### src/rtl/branch_update_queue_pkg.sv
// Shared fetch-unit types: branch result bundle and update queue sizing.
// Imported by the branch update queue and its lane compactor.
package FetchUnitTypes;

  localparam int INT_ISSUE_WIDTH = 2;
  localparam int ADDR_WIDTH = 32;
  localparam int GHR_WIDTH = 10;
  localparam int PHT_ENTRY_WIDTH = 2;

  localparam int BRANCH_UPDATE_QUEUE_DEPTH = 8;
  localparam int BRANCH_UPDATE_MISPRED_CNT_WIDTH = 16;

  localparam int BUQ_INDEX_WIDTH =
    $clog2(BRANCH_UPDATE_QUEUE_DEPTH);

  typedef logic [BUQ_INDEX_WIDTH-1:0]
    BranchUpdateQueueIndexPath;
  typedef logic [BUQ_INDEX_WIDTH:0]
    BranchUpdateQueueCountPath;

  typedef struct packed {
    logic [ADDR_WIDTH-1:0]      brAddr;
    logic [ADDR_WIDTH-1:0]      nextAddr;
    logic                       execTaken;
    logic                       predTaken;
    logic                       isCondBr;
    logic                       isRASPushBr;
    logic                       isRASPopBr;
    logic [GHR_WIDTH-1:0]       globalHistory;
    logic [PHT_ENTRY_WIDTH-1:0] phtPrevValue;
    logic                       mispred;
  } BranchResult;

endpackage

### src/rtl/branch_update_queue_lane_compactor.sv
// Maps per-lane valid bits to dense write offsets (count of valid lower lanes).
// Ports: valid in, offset per lane out, n = popcount(valid) out.
module branch_update_lane_compactor #(
  parameter int WIDTH = 2,
  localparam int OW = $clog2(WIDTH + 1)
) (
  input  logic [WIDTH-1:0]         valid,
  output logic [WIDTH-1:0][OW-1:0] offset,
  output logic [OW-1:0]            n
);

  logic [OW-1:0] acc;

  always_comb begin
    acc = '0;
    offset = '0;
    for (int i = 0; i < WIDTH; i++) begin
      offset[i] = acc;
      acc = acc + OW'(valid[i]);
    end
    n = acc;
  end

endmodule

### src/rtl/branch_update_queue.sv
// Lane-compacting circular FIFO of branch results feeding predictor training.
// Ports: clk, rst (async low), inValid/inResult/inReady, flush, upd*, mispredCount.
module branch_update_queue
  import FetchUnitTypes::*;
#(
  parameter int WIDTH = INT_ISSUE_WIDTH,
  parameter int DEPTH = BRANCH_UPDATE_QUEUE_DEPTH,
  parameter int CNT_WIDTH = BRANCH_UPDATE_MISPRED_CNT_WIDTH
) (
  input  logic                    clk,
  input  logic                    rst,
  input  logic [WIDTH-1:0]        inValid,
  input  BranchResult [WIDTH-1:0] inResult,
  output logic                    inReady,
  input  logic                    flush,
  output logic                    updValid,
  input  logic                    updReady,
  output BranchResult             updResult,
  output logic [CNT_WIDTH-1:0]    mispredCount
);

  localparam int IW = $clog2(DEPTH);
  localparam int CW = IW + 1;
  localparam int OW = $clog2(WIDTH + 1);

  logic [IW-1:0] head;
  logic [IW-1:0] tail;
  logic [CW-1:0] count;

  logic [WIDTH-1:0][OW-1:0] offset;
  logic [OW-1:0]            n;
  logic [OW-1:0]            mis_n;
  logic [CNT_WIDTH:0]       mis_sum;
  logic [CNT_WIDTH-1:0]     mis_sat;
  logic                     enq;
  logic                     deq;

  BranchResult mem [DEPTH];

  branch_update_lane_compactor #(
    .WIDTH (WIDTH)
  ) u_compactor (
    .valid  (inValid),
    .offset (offset),
    .n      (n)
  );

  // Readiness looks only at registered occupancy so the
  // producer never depends on this cycle's dequeue.
  assign inReady = count <= CW'(DEPTH - WIDTH);
  assign updValid = count != '0;
  assign updResult = updValid ? mem[head] : '0;

  assign enq = inReady && !flush;
  assign deq = updValid && updReady;

  always_comb begin
    mis_n = '0;
    for (int i = 0; i < WIDTH; i++) begin
      mis_n = mis_n
        + OW'(inValid[i] & inResult[i].mispred);
    end
  end

  assign mis_sum = {1'b0, mispredCount}
    + (CNT_WIDTH + 1)'(mis_n);
  assign mis_sat = mis_sum[CNT_WIDTH]
    ? '1 : mis_sum[CNT_WIDTH-1:0];

  always_ff @(posedge clk) begin
    if (enq) begin
      for (int i = 0; i < WIDTH; i++) begin
        if (inValid[i]) begin
          mem[tail + IW'(offset[i])] <= inResult[i];
        end
      end
    end
  end

  always_ff @(posedge clk or negedge rst) begin
    if (!rst) begin
      head  <= '0;
      tail  <= '0;
      count <= '0;
    end else if (flush) begin
      head  <= '0;
      tail  <= '0;
      count <= '0;
    end else begin
      if (enq) begin
        tail <= tail + IW'(n);
      end
      if (deq) begin
        head <= head + IW'(1);
      end
      count <= count
        + (enq ? CW'(n) : '0)
        - CW'(deq);
    end
  end

  // Counter survives flush; only accepted enqueues count.
  always_ff @(posedge clk or negedge rst) begin
    if (!rst) begin
      mispredCount <= '0;
    end else if (enq) begin
      mispredCount <= mis_sat;
    end
  end

endmodule

### config.mk
export PLATFORM = sky130hd
export DESIGN_NAME = branch_update_queue
export DESIGN_NICKNAME = d
export VERILOG_FILES = /design/src/rtl/branch_update_queue_pkg.sv /design/src/rtl/branch_update_queue_lane_compactor.sv /design/src/rtl/branch_update_queue.sv
export SDC_FILE = /design/constraint.sdc
export NUM_CORES = 1
export LEC_CHECK = 0
export BUFFER_PORTS_ARGS = -buffer_cell sky130_fd_sc_hd__buf_4
export CAP_MARGIN = 0
export CORE_AREA = 2 2 287 289
export CTS_CLUSTER_DIAMETER = 150
export DETAILED_ROUTE_END_ITERATION = 6
export DIE_AREA = 0 0 289 291
export HOLD_SLACK_MARGIN = 0.06
export PLACE_DENSITY_LB_ADDON = 0.15
export SLEW_MARGIN = 20
export SYNTH_ARGS = -nofsm -noshare
export SYNTH_HDL_FRONTEND = slang
export SYNTH_HIERARCHICAL = 1
export SYNTH_SLANG_ARGS = --single-unit
### constraint.sdc
create_clock -name clk -period 9 [get_ports clk]
set_input_delay 1.35 -clock clk [delete_from_list [all_inputs] [get_ports clk]]
set_output_delay 1.35 -clock clk [all_outputs]
set_load 0.01 [all_outputs]
==> results.ini <==
[status]
status = finished clean

[power]
switching_share = 0.306
clkPwrFrac = 0.289
p_sw_uw = 3090
leakage_uw = 0.0132
internal-power_uw = 7020
cellPowerDensity_nw_per_um2 = 254
combPwrFrac = 0.305
vdd_drop_max_v = 0.000153
power_frac_seq = 0.406

[timing]
layout_setup_ws_ns = 4.02
setup_violations = 0
fin_skew_ns = 0.0184
slew_violations = 0
worstMarginPinSlew_ns = 1.17
rsz0062_at_grt = false
hold_ws_ns = 0.553
timing.fmax_mhz = 201
slew_headroom = 0.219
setup_tns_ns = 0
min_period_ns = 4.98
period_share = 0.553
finalHoldViolations = 0

[job]
cap_violations = 0

[final_layout]
final_common_cell = edfxtp_1
final_util = 0.491
fillCellCount = 6892
fin_cells = 3347
multi_input_area_um2 = 13400
final_cell_mix = edfxtp_1, mux2_2, buf_4, mux4_2, mux2_1
fin_nets = 2403
regArea_um2 = 20400
synthToLayoutAreaGrowth_pct = 15.1
drive_gt1_frac = 0.478

[synthesis]
ys_types = 45
synthCells = 1964
syn_area_um2 = 34600
synth-compound-area-share = 0.00535
synthTopCellsByArea = edfxtp_1, mux2_2, mux4_2, mux2_1, mux2i_1
netlist.area_leader.share = 0.569
synthMuxAreaShare = 0.345
synth_xor_area_frac = 0.00329
yosys_warnings = 6
synth-seq-cells = 682
synth_seq_area_share = 0.588
synth.avg_cell_area_um2 = 17.6
yosys.area_share.simple = 0.0225
synth_largest_area_cell = edfxtp_1
synthAdderAreaFrac = 0.00760
synth_top_family_by_area = multiplexers

[die]
core_area_um2 = 81200
die_x_um = 289
fp-row-count = 105
fp.dieArea_um2 = 84100
die_y_um = 291
start_util = 0.426
ios = 270

[route]
drc = 0
first_iter_violations = 1408
ant_nets = 0
vias = 19265
wl_per_cell_um = 28.1
firstDrtPassIters = 5
drt-vias-per-instance = 5.76
wirelength_um = 94000

[setup_path]
critical_path_buf_inv_count = 2
crit_fanout = 45
crit_slowest_cell = buf_4
critPathCaptureType = primary output
critPathArrivalTime_ns = 3.63
path_class = reg -> out
crit_top_cell = buf_4
slowest_delay_ns = 0.87
path_cells = buf_4 -> mux4_2 -> mux2i_1 -> nor2_1 -> buf_4
start_kind = flip-flop
crit_family = buffers and inverters
cp.required_ns = 7.65

[clocking]
cts_made_buffers = 77
cts_hold_buf = 0
cts-htree-levels = 3
clk_pin_slew_ns = 0.06
post_cts_buffers = 0
cts_sinks = 682
ctsRootBufferMaster = clkbuf_16
clock_path_buffers = 3
post_cts_resized = 0
clk_latency_ns = 0.61
cts_tree = built

[hold_path]
hp-class = reg -> reg

[global_routing]
grt_use_total = 0.225
antenna_found_initial = 14
use_met3 = 0.0397
grt_most_used_layer = met2
grt_pass1_vias = 20814
met1_usage = 0.301
grt_pass1_wl_um = 139000
grt_overflow = 0
grt_max_degree = 141
met2_usage = 0.378

[place]
dpl_worst_slack_ns = 3.53
dp_cells = 3204
portBuffers = 269
post-dp-hpwl_um = 52100
place_congestion = 0.753

-- kinds of logic after synthesis --
group	Yosys count
compound gates	28
simple gates	168
mux	906
flops	682
buf+inv	148
xor+xnor	13
fa+ha+maj	18
other cells	1
-- Yosys cell counts --
cell       count
buf_4         36
conb_1         1
nor3_4         2
nor3_1         3
nand2_1       24
a21oi_1        1
nor3b_1        1
and4_1         1
fa_1           5
o2111ai_1      1
and3b_1        1
o21bai_1       4
ha_1          13
o41ai_1        1
and4bb_1       1
buf_1          8
nor2_1        93
or2_2          1
or3_1          5
xnor2_1        5
a211oi_2       1
edfxtp_1     656
and2_1         2
clkbuf_1      33
mux2i_1       85
xor2_1         8
mux4_2       164
or2_1          1
nor2b_1        3
buf_6         30
mux2_2       503
nand3_1       14
o21a_1         1
o21ai_0       12
buf_2         31
nand4_1        6
o31ai_1        2
inv_1         10
nand3b_1       3
or4_1          4
o211ai_1       4
mux2_1       154
nand2b_1       3
dfrtp_1       26
a21o_1         1
-- layer usage --
layer  wire (um)  up-vias
met4        1870       20
met3        4470      136
met5         119        -
met2       47300      439
met1       40300    10243
li1            -     8427
-- metrics by stage --
step                      power [uW]  instance area [um^2]
after floorplan                 6090                 34600
after global placement          7270                 37500
after detailed placement        7310                 37500
after CTS                      10200                 39800
after global routing           10600                 39800
final                          10100                 39800
-- worst paths after layout --
check                      cells past startpoint                        start                          end  slack [ns]
max                                            5          head[0]$_DFFE_PN0P_                updResult[77]        4.02
min                                            2  mispredCount[0]$_DFFE_PN0N_  mispredCount[0]$_DFFE_PN0N_        0.55
max reg2reg                                    7           count[3]$_DFF_PN0_         mem[4][37]$_DFFE_PP_        4.50
min reg2reg                                    2  mispredCount[0]$_DFFE_PN0N_  mispredCount[0]$_DFFE_PN0N_        0.55
max in group asynchronous                      1                          rst          head[2]$_DFFE_PN0P_        8.06
min in group asynchronous                      1                          rst  mispredCount[9]$_DFFE_PN0N_        0.64
-- layout make-up --
class,instances,share of cell area
Sequential cell,682,0.511
Multi-Input combinational cell,1136,0.337
Timing Repair Buffer,308,0.0598
Clock buffer,108,0.0518
Tap cell,1070,0.0336
Clock inverter,29,0.00525
Inverter,10,0.000943
Antenna cell,4,0.000251
-- sequential cells by signal, summed over array words and instances (netlist names) --
name,cells
head,3
tail,3
mem,656
mispredCount,16
count,4
-- worst reg2reg max path: stages (launching register included) --
cell and delay (ns):
dfrtp_1 0.36, inv_1 0.09, ha_1 0.25, a211oi_2 0.40
or2_1 0.45, nand3_4 0.74, o21ai_4 0.76, buf_4 0.98
-- power by group through the flow --
stage | combinational, uW | clock [uW] | sequential, uW
floorplan | 1920 | 0 | 4170
global placement | 3110 | 0 | 4160
detailed placement | 3130 | 0 | 4180
CTS | 3140 | 2980 | 4110
global route | 3320 | 3100 | 4140
finish | 3080 | 2920 | 4110
Note: power is estimated with default switching activity, not from simulation.
